<file path="src/rtl/regfile_wb_scheduler.sv">
// Write-port owner for the 31x64 integer register file: busy scoreboard with
// RAW/WAW issue stall and round-robin arbitration of the writeback sources.
module regfile_wb_scheduler #(
   parameter int XLEN    = 64,
   parameter int NUM_SRC = 3
) (
   input  logic                    clk,
   input  logic                    rst_n,
   input  logic                    iss_valid,
   input  logic [4:0]              iss_rs1,
   input  logic [4:0]              iss_rs2,
   input  logic                    iss_rs1_en,
   input  logic                    iss_rs2_en,
   input  logic [4:0]              iss_rd,
   input  logic                    iss_rd_wen,
   output logic                    iss_ready,
   input  logic [NUM_SRC-1:0]      wb_valid,
   input  logic [NUM_SRC*5-1:0]    wb_addr,
   input  logic [NUM_SRC*XLEN-1:0] wb_data,
   output logic [NUM_SRC-1:0]      wb_ready,
   output logic                    rf_wen,
   output logic [4:0]              rf_waddr,
   output logic [XLEN-1:0]         rf_wdata,
   output logic                    wb_err
);

   localparam int PTR_W = (NUM_SRC > 1) ? $clog2(NUM_SRC) : 1;
   localparam logic [PTR_W-1:0] LAST_IDX = PTR_W'(NUM_SRC - 1);

   logic [31:0]        busy_q, busy_d;
   logic [PTR_W-1:0]   rr_ptr_q, rr_ptr_d;
   logic               rf_wen_q, rf_wen_d;
   logic [4:0]         rf_waddr_q, rf_waddr_d;
   logic [XLEN-1:0]    rf_wdata_q, rf_wdata_d;
   logic               wb_err_q, wb_err_d;

   logic               grant_found;
   logic [PTR_W-1:0]   grant_idx;
   logic [NUM_SRC-1:0] grant_oh;
   logic [4:0]         sel_addr;
   logic [XLEN-1:0]    sel_data;
   logic               issue_fire;

   // Bit 0 of the scoreboard is held at zero, so x0 never stalls.
   assign iss_ready = !(iss_rs1_en && busy_q[iss_rs1])
                   && !(iss_rs2_en && busy_q[iss_rs2])
                   && !(iss_rd_wen && busy_q[iss_rd]);
   assign issue_fire = iss_valid && iss_ready;

   // Two passes over fixed indices: first those at/after rr_ptr, then the wrapped ones.
   always_comb begin
      grant_found = 1'b0;
      grant_idx   = '0;
      for (int i = 0; i < NUM_SRC; i++) begin
         if (!grant_found && wb_valid[i] && (PTR_W'(i) >= rr_ptr_q)) begin
            grant_found = 1'b1;
            grant_idx   = PTR_W'(i);
         end else begin
         end
      end
      for (int i = 0; i < NUM_SRC; i++) begin
         if (!grant_found && wb_valid[i] && (PTR_W'(i) < rr_ptr_q)) begin
            grant_found = 1'b1;
            grant_idx   = PTR_W'(i);
         end else begin
         end
      end
   end

   always_comb begin
      grant_oh = '0;
      sel_addr = 5'd0;
      sel_data = '0;
      for (int i = 0; i < NUM_SRC; i++) begin
         grant_oh[i] = grant_found && (grant_idx == PTR_W'(i));
         if (grant_oh[i]) begin
            sel_addr = wb_addr[5*i +: 5];
            sel_data = wb_data[XLEN*i +: XLEN];
         end else begin
         end
      end
   end

   assign wb_ready = grant_oh;

   // Clear is applied before set so a same-edge set of the same register wins.
   always_comb begin
      busy_d     = busy_q;
      rr_ptr_d   = rr_ptr_q;
      rf_wen_d   = 1'b0;
      rf_waddr_d = rf_waddr_q;
      rf_wdata_d = rf_wdata_q;
      wb_err_d   = wb_err_q;

      if (rf_wen_q) begin
         busy_d[rf_waddr_q] = 1'b0;
      end else begin
      end

      if (issue_fire && iss_rd_wen && (iss_rd != 5'd0)) begin
         busy_d[iss_rd] = 1'b1;
      end else begin
      end
      busy_d[0] = 1'b0;

      if (grant_found) begin
         rr_ptr_d = (grant_idx == LAST_IDX) ? '0 : grant_idx + PTR_W'(1);
         if ((sel_addr == 5'd0) || !busy_q[sel_addr]) begin
            wb_err_d = 1'b1;
         end else begin
         end
         // An x0 writeback consumes its grant but never reaches the register file.
         if (sel_addr != 5'd0) begin
            rf_wen_d   = 1'b1;
            rf_waddr_d = sel_addr;
            rf_wdata_d = sel_data;
         end else begin
         end
      end else begin
      end
   end

   always_ff @(posedge clk or negedge rst_n) begin
      if (!rst_n) begin
         busy_q     <= 32'd0;
         rr_ptr_q   <= '0;
         rf_wen_q   <= 1'b0;
         rf_waddr_q <= 5'd0;
         rf_wdata_q <= '0;
         wb_err_q   <= 1'b0;
      end else begin
         busy_q     <= busy_d;
         rr_ptr_q   <= rr_ptr_d;
         rf_wen_q   <= rf_wen_d;
         rf_waddr_q <= rf_waddr_d;
         rf_wdata_q <= rf_wdata_d;
         wb_err_q   <= wb_err_d;
      end
   end

   assign rf_wen   = rf_wen_q;
   assign rf_waddr = rf_waddr_q;
   assign rf_wdata = rf_wdata_q;
   assign wb_err   = wb_err_q;

endmodule
</file>
<file path="config.mk">
export PLATFORM = sky130hd
export DESIGN_NAME = regfile_wb_scheduler
export DESIGN_NICKNAME = d
export VERILOG_FILES = /design/src/rtl/regfile_wb_scheduler.sv
export SDC_FILE = /design/constraint.sdc
export NUM_CORES = 1
export LEC_CHECK = 0
export CAP_MARGIN = 15
export CORE_UTILIZATION = 30
export DETAILED_ROUTE_END_ITERATION = 6
export SKIP_CTS_REPAIR_TIMING = 1
export SLEW_MARGIN = 10
export SYNTH_ARGS = -nofsm -noshare
export SYNTH_HDL_FRONTEND = slang
export SYNTH_SLANG_ARGS = --single-unit
</file>
<file path="constraint.sdc">
create_clock -name clk -period 7.25 [get_ports clk]
set_clock_uncertainty 0.15 [all_clocks]
set_input_delay 1.45 -clock clk [delete_from_list [all_inputs] [get_ports clk]]
set_output_delay 1.45 -clock clk [all_outputs]
set_load 0.02 [all_outputs]
</file>
==> impl_results.html <==
<table>
<tr><th>Metric</th><th>Value</th></tr>
<tr><th colspan="2">Status</th></tr>
<tr><td>Result of the run</td><td>complete, no violations</td></tr>
<tr><th colspan="2">Job</th></tr>
<tr><td>Maxcap violations</td><td>0</td></tr>
<tr><th colspan="2">Clock network</th></tr>
<tr><td>Inserted Clock Buffers</td><td>9</td></tr>
<tr><td>Clock root cell</td><td>sky130_fd_sc_hd__clkbuf_16</td></tr>
<tr><td>CTS clock-pin slew for the worst setup and hold paths</td><td>0.07 ns</td></tr>
<tr><td>Number of levels in the clock H-tree</td><td>3</td></tr>
<tr><td>Worst-case clock buffer depth</td><td>2</td></tr>
<tr><td>Clock Sinks</td><td>104</td></tr>
<tr><td>Clock tree from TritonCTS</td><td>built</td></tr>
<tr><td>Clock network latency to the later pin of the worst-skew pair</td><td>0.35 ns</td></tr>
<tr><th colspan="2">Synth</th></tr>
<tr><td>Register bit total from synthesis</td><td>104</td></tr>
<tr><td>Cell area after synthesis</td><td>6270 sq um</td></tr>
<tr><td>Sequential area share after synthesis</td><td>41.5%</td></tr>
<tr><td>Cell with the most instances after synthesis</td><td>sky130_fd_sc_hd__dfrtp_1</td></tr>
<tr><td>Synthesized net count</td><td>881</td></tr>
<tr><td>Number of distinct standard cells referenced by the synthesized netlist</td><td>46</td></tr>
<tr><td>Share of synthesized registers carrying an async set or reset</td><td>100%</td></tr>
<tr><td>Library cell occupying the most area in the post-synthesis netlist</td><td>sky130_fd_sc_hd__dfrtp_1</td></tr>
<tr><td>Yosys warning count</td><td>0</td></tr>
<tr><td>Top post-synthesis cells by count</td><td>sky130_fd_sc_hd__dfrtp_1, sky130_fd_sc_hd__o31ai_1, sky130_fd_sc_hd__nand2_1</td></tr>
<tr><td>Number of enable flip-flop cells after synthesis</td><td>0</td></tr>
<tr><td>Cell types occupying the most area after synthesis</td><td>sky130_fd_sc_hd__dfrtp_1, sky130_fd_sc_hd__o31ai_1, sky130_fd_sc_hd__a221oi_1</td></tr>
<tr><td>Primary FF master, synth</td><td>sky130_fd_sc_hd__dfrtp_1</td></tr>
<tr><td>Synthesized area divided by synthesized cell count</td><td>9.64 sq um</td></tr>
<tr><td>Portion of synthesized cell area occupied by the leading cell type</td><td>41.5%</td></tr>
<tr><td>Number of instances in the synthesized netlist</td><td>650</td></tr>
<tr><th colspan="2">Global route</th></tr>
<tr><td>Wire length of the first global-routing pass</td><td>41.0 mm</td></tr>
<tr><td>GR Util All Layers</td><td>24.9%</td></tr>
<tr><td>Vias in the first global route</td><td>6763</td></tr>
<tr><td>Maximum number of pins on one net before global-route repair</td><td>92</td></tr>
<tr><td>GR Overflow Total</td><td>0</td></tr>
<tr><td>Number of antenna violations at the first check in global routing</td><td>3</td></tr>
<tr><th colspan="2">STA</th></tr>
<tr><td>Slew Limit Fails</td><td>0</td></tr>
<tr><td>Slew of the pin with the lowest slew margin</td><td>0.897 ns</td></tr>
<tr><td>Slew Limit Headroom</td><td>40.2%</td></tr>
<tr><td>Sum of negative setup slack</td><td>0 ns</td></tr>
<tr><td>Post-route minimum period</td><td>6.23 ns</td></tr>
<tr><td>Unrepaired setup endpoints after global routing</td><td>false</td></tr>
<tr><td>Portion of the clock cycle consumed by the worst path in the final layout</td><td>86.0%</td></tr>
<tr><td>Number of hold violations in the final report</td><td>0</td></tr>
<tr><td>Max Freq</td><td>160 MHz</td></tr>
<tr><td>Setup violations, final</td><td>0</td></tr>
<tr><th colspan="2">Finish</th></tr>
<tr><td>Layout Nets</td><td>1147</td></tr>
<tr><td>Final Core Density</td><td>48.2%</td></tr>
<tr><td>Layout cell share with drive strength beyond 1</td><td>7.06%</td></tr>
<tr><td>Layout Area Growth over Synthesis</td><td>56.8%</td></tr>
<tr><td>Count of placed standard cells in the final layout, fillers left out</td><td>1194</td></tr>
<tr><th colspan="2">Critical path</th></tr>
<tr><td>Path depth of the worst reg2reg path</td><td>9</td></tr>
<tr><td>Cell-by-cell trace of the critical path</td><td>clkdlybuf4s50_1, mux4_2, mux4_2, mux2_2, a221o_1, inv_1, clkdlybuf4s50_1</td></tr>
<tr><td>Critical path required time</td><td>5.65 ns</td></tr>
<tr><td>Count of buffering cells on the critical path with inverters included</td><td>3</td></tr>
<tr><td>Start of the worst register-to-register path</td><td>rr_ptr_q[0]$_DFFE_PN0P_</td></tr>
<tr><td>Slowest-stage cell, CP</td><td>sky130_fd_sc_hd__clkdlybuf4s50_1</td></tr>
<tr><td>R2r endpoint</td><td>rf_wdata[5]$_DFFE_PN0P_</td></tr>
<tr><td>Critical path's largest stage delay</td><td>0.80 ns</td></tr>
<tr><td>Maximum fanout along the worst path</td><td>9</td></tr>
<tr><td>Crit path launch type</td><td>input port</td></tr>
<tr><td>Register-to-register setup slack</td><td>2.99 ns</td></tr>
<tr><td>CP Data Arrival Time</td><td>4.63 ns</td></tr>
<tr><td>Worst setup path class</td><td>input port to output pin</td></tr>
<tr><td>Critical path's top delay family</td><td>buffers and inverters</td></tr>
<tr><td>Worst setup EP type</td><td>output pin</td></tr>
<tr><th colspan="2">Floorplanning</th></tr>
<tr><td>Full die area</td><td>21500 sq um</td></tr>
<tr><td>Site row count</td><td>52</td></tr>
<tr><td>Die width</td><td>147 microns</td></tr>
<tr><td>Starting Density</td><td>30.8%</td></tr>
<tr><td>Top-level port count</td><td>306</td></tr>
<tr><td>Area of the core</td><td>20400 sq um</td></tr>
<tr><td>Die height</td><td>147 microns</td></tr>
<tr><th colspan="2">Route</th></tr>
<tr><td>Vias post-DR</td><td>6624</td></tr>
<tr><td>Final routed wire length divided by cell count</td><td>22.1 microns</td></tr>
<tr><td>Detailed Route WL</td><td>26.3 mm</td></tr>
<tr><td>Total DRC errors in the routed layout</td><td>0</td></tr>
<tr><td>DR pass1 iterations</td><td>5</td></tr>
<tr><td>Via density per instance</td><td>5.55</td></tr>
<tr><td>Starting DRC count in detailed routing</td><td>454</td></tr>
<tr><td>Antenna-violating nets left</td><td>0</td></tr>
<tr><th colspan="2">Worst hold path</th></tr>
<tr><td>Worst Hold Endpoint</td><td>rf_wdata[9]$_DFFE_PN0P_</td></tr>
<tr><td>Start point of the worst hold path</td><td>rf_wdata[9]$_DFFE_PN0P_</td></tr>
<tr><td>Classification of the worst-slack hold path</td><td>register to register</td></tr>
<tr><td>Cell depth of the worst min-delay path</td><td>2</td></tr>
<tr><th colspan="2">Power</th></tr>
<tr><td>Peak supply drop</td><td>0.124 mV</td></tr>
<tr><td>Pleak</td><td>3.61 nW</td></tr>
<tr><td>Power density cells</td><td>286 nW/um^2</td></tr>
<tr><th colspan="2">Place</th></tr>
<tr><td>DP Cell Count</td><td>1175</td></tr>
<tr><td>Port Buf Inserts</td><td>305</td></tr>
<tr><td>Final Wtd Congestion</td><td>0.931</td></tr>
<tr><td>HPWL Detailed</td><td>18.9 mm</td></tr>
</table>
metal layers:
layer | vias to the layer above | track usage, % | wire, microns
li1 | 3055 | - | -
met1 | 3229 | 30.8 | 10500
met2 | 301 | 41.8 | 13100
met3 | 39 | 6.91 | 2130
met4 | 0 | 8.02 | 561
met5 | - | 0 | 0
registers in the layout (all words and copies together), names as in the netlist:
name / cells
busy_q: 31
rf_waddr: 5
rf_wdata: 64
rf_wen: 1
rr_ptr_q: 2
wb_err: 1
how the worst max path moves through the flow:
stage | startpoint | to | slack (ns) | depth (start not counted)
detailed placement | iss_rs2[0] | iss_ready | 0.99 | 7
CTS | iss_rs2[0] | iss_ready | 0.97 | 7
floorplan | iss_rs2[0] | iss_ready | 1.76 | 7
finish | iss_rs2[0] | iss_ready | 1.02 | 7
global route | iss_rs2[0] | iss_ready | 0.88 | 7
global placement | iss_rs2[0] | iss_ready | 1.01 | 7
cells in the final DEF (no fill, tap or decap), types with 6 or more instances in the layout:
cell type	synthesis	final
sky130_fd_sc_hd__dfrtp_1	104	104
sky130_fd_sc_hd__o21ai_0	34	34
sky130_fd_sc_hd__clkdlybuf4s50_1	0	304
sky130_fd_sc_hd__nor2_1	74	74
sky130_fd_sc_hd__a21oi_1	7	7
sky130_fd_sc_hd__nand2_1	90	90
sky130_fd_sc_hd__nand2b_1	6	6
sky130_fd_sc_hd__o31ai_1	96	96
sky130_fd_sc_hd__a221oi_1	68	68
sky130_fd_sc_hd__mux4_2	26	26
sky130_fd_sc_hd__nand3b_1	8	8
sky130_fd_sc_hd__buf_4	1	10
sky130_fd_sc_hd__clkbuf_16	0	9
worst register-to-register path, cell delays in order, from the launching register on:
cell and delay (ns):
sky130_fd_sc_hd__dfrtp_1 0.44, sky130_fd_sc_hd__nor3b_1 0.19, sky130_fd_sc_hd__o31ai_4 0.61, sky130_fd_sc_hd__inv_2 0.43, sky130_fd_sc_hd__a221oi_1 0.36, sky130_fd_sc_hd__or2_1 0.41, sky130_fd_sc_hd__nand2_1 0.20, sky130_fd_sc_hd__nor4_4 0.34
sky130_fd_sc_hd__buf_4 0.74, sky130_fd_sc_hd__o31ai_1 0.24
power by group:
group / internal (mW) / total [mW] / switching (mW)
Combinational: 0.627 / 1.25 / 0.626
Sequential: 0.773 / 1.02 / 0.247
Clock: 0.304 / 0.533 / 0.230
logic make-up after synthesis:
group	after synthesis	synth area share, %
and+or+nand+nor	212	15.2
muxes	36	11.0
AOI/OAI and AO/OA	232	28.1
buffers and inverters	66	4.15
DFF	104	41.5
layout make-up:
cell class,instances,area [sq um]
Tap cell,270,338
Sequential cell,104,2600
Inverter,7,26.3
Clock buffer,11,233
Fill cell,1938,10500
Multi-Input combinational cell,480,3420
Antenna cell,3,7.51
Timing Repair Buffer,314,3120
Clock inverter,5,81.3
through the flow:
| step | cell area (sq um) | power [mW] | setup WS (ns) | hold WS, ns |
|---|---|---|---|---|
| finish | 9820 | 2.81 | 1.02 | 0.325 |
| global route | 9820 | 2.97 | 0.883 | 0.351 |
| CTS | 9820 | 2.82 | 0.970 | 0.334 |
| detailed placement | 9500 | 2.27 | 0.987 | 0.316 |
| global placement | 9500 | 2.27 | 1.01 | 0.310 |
| floorplan | 6270 | 1.64 | 1.76 | 0.360 |
Power figures use the tool's default switching activity.
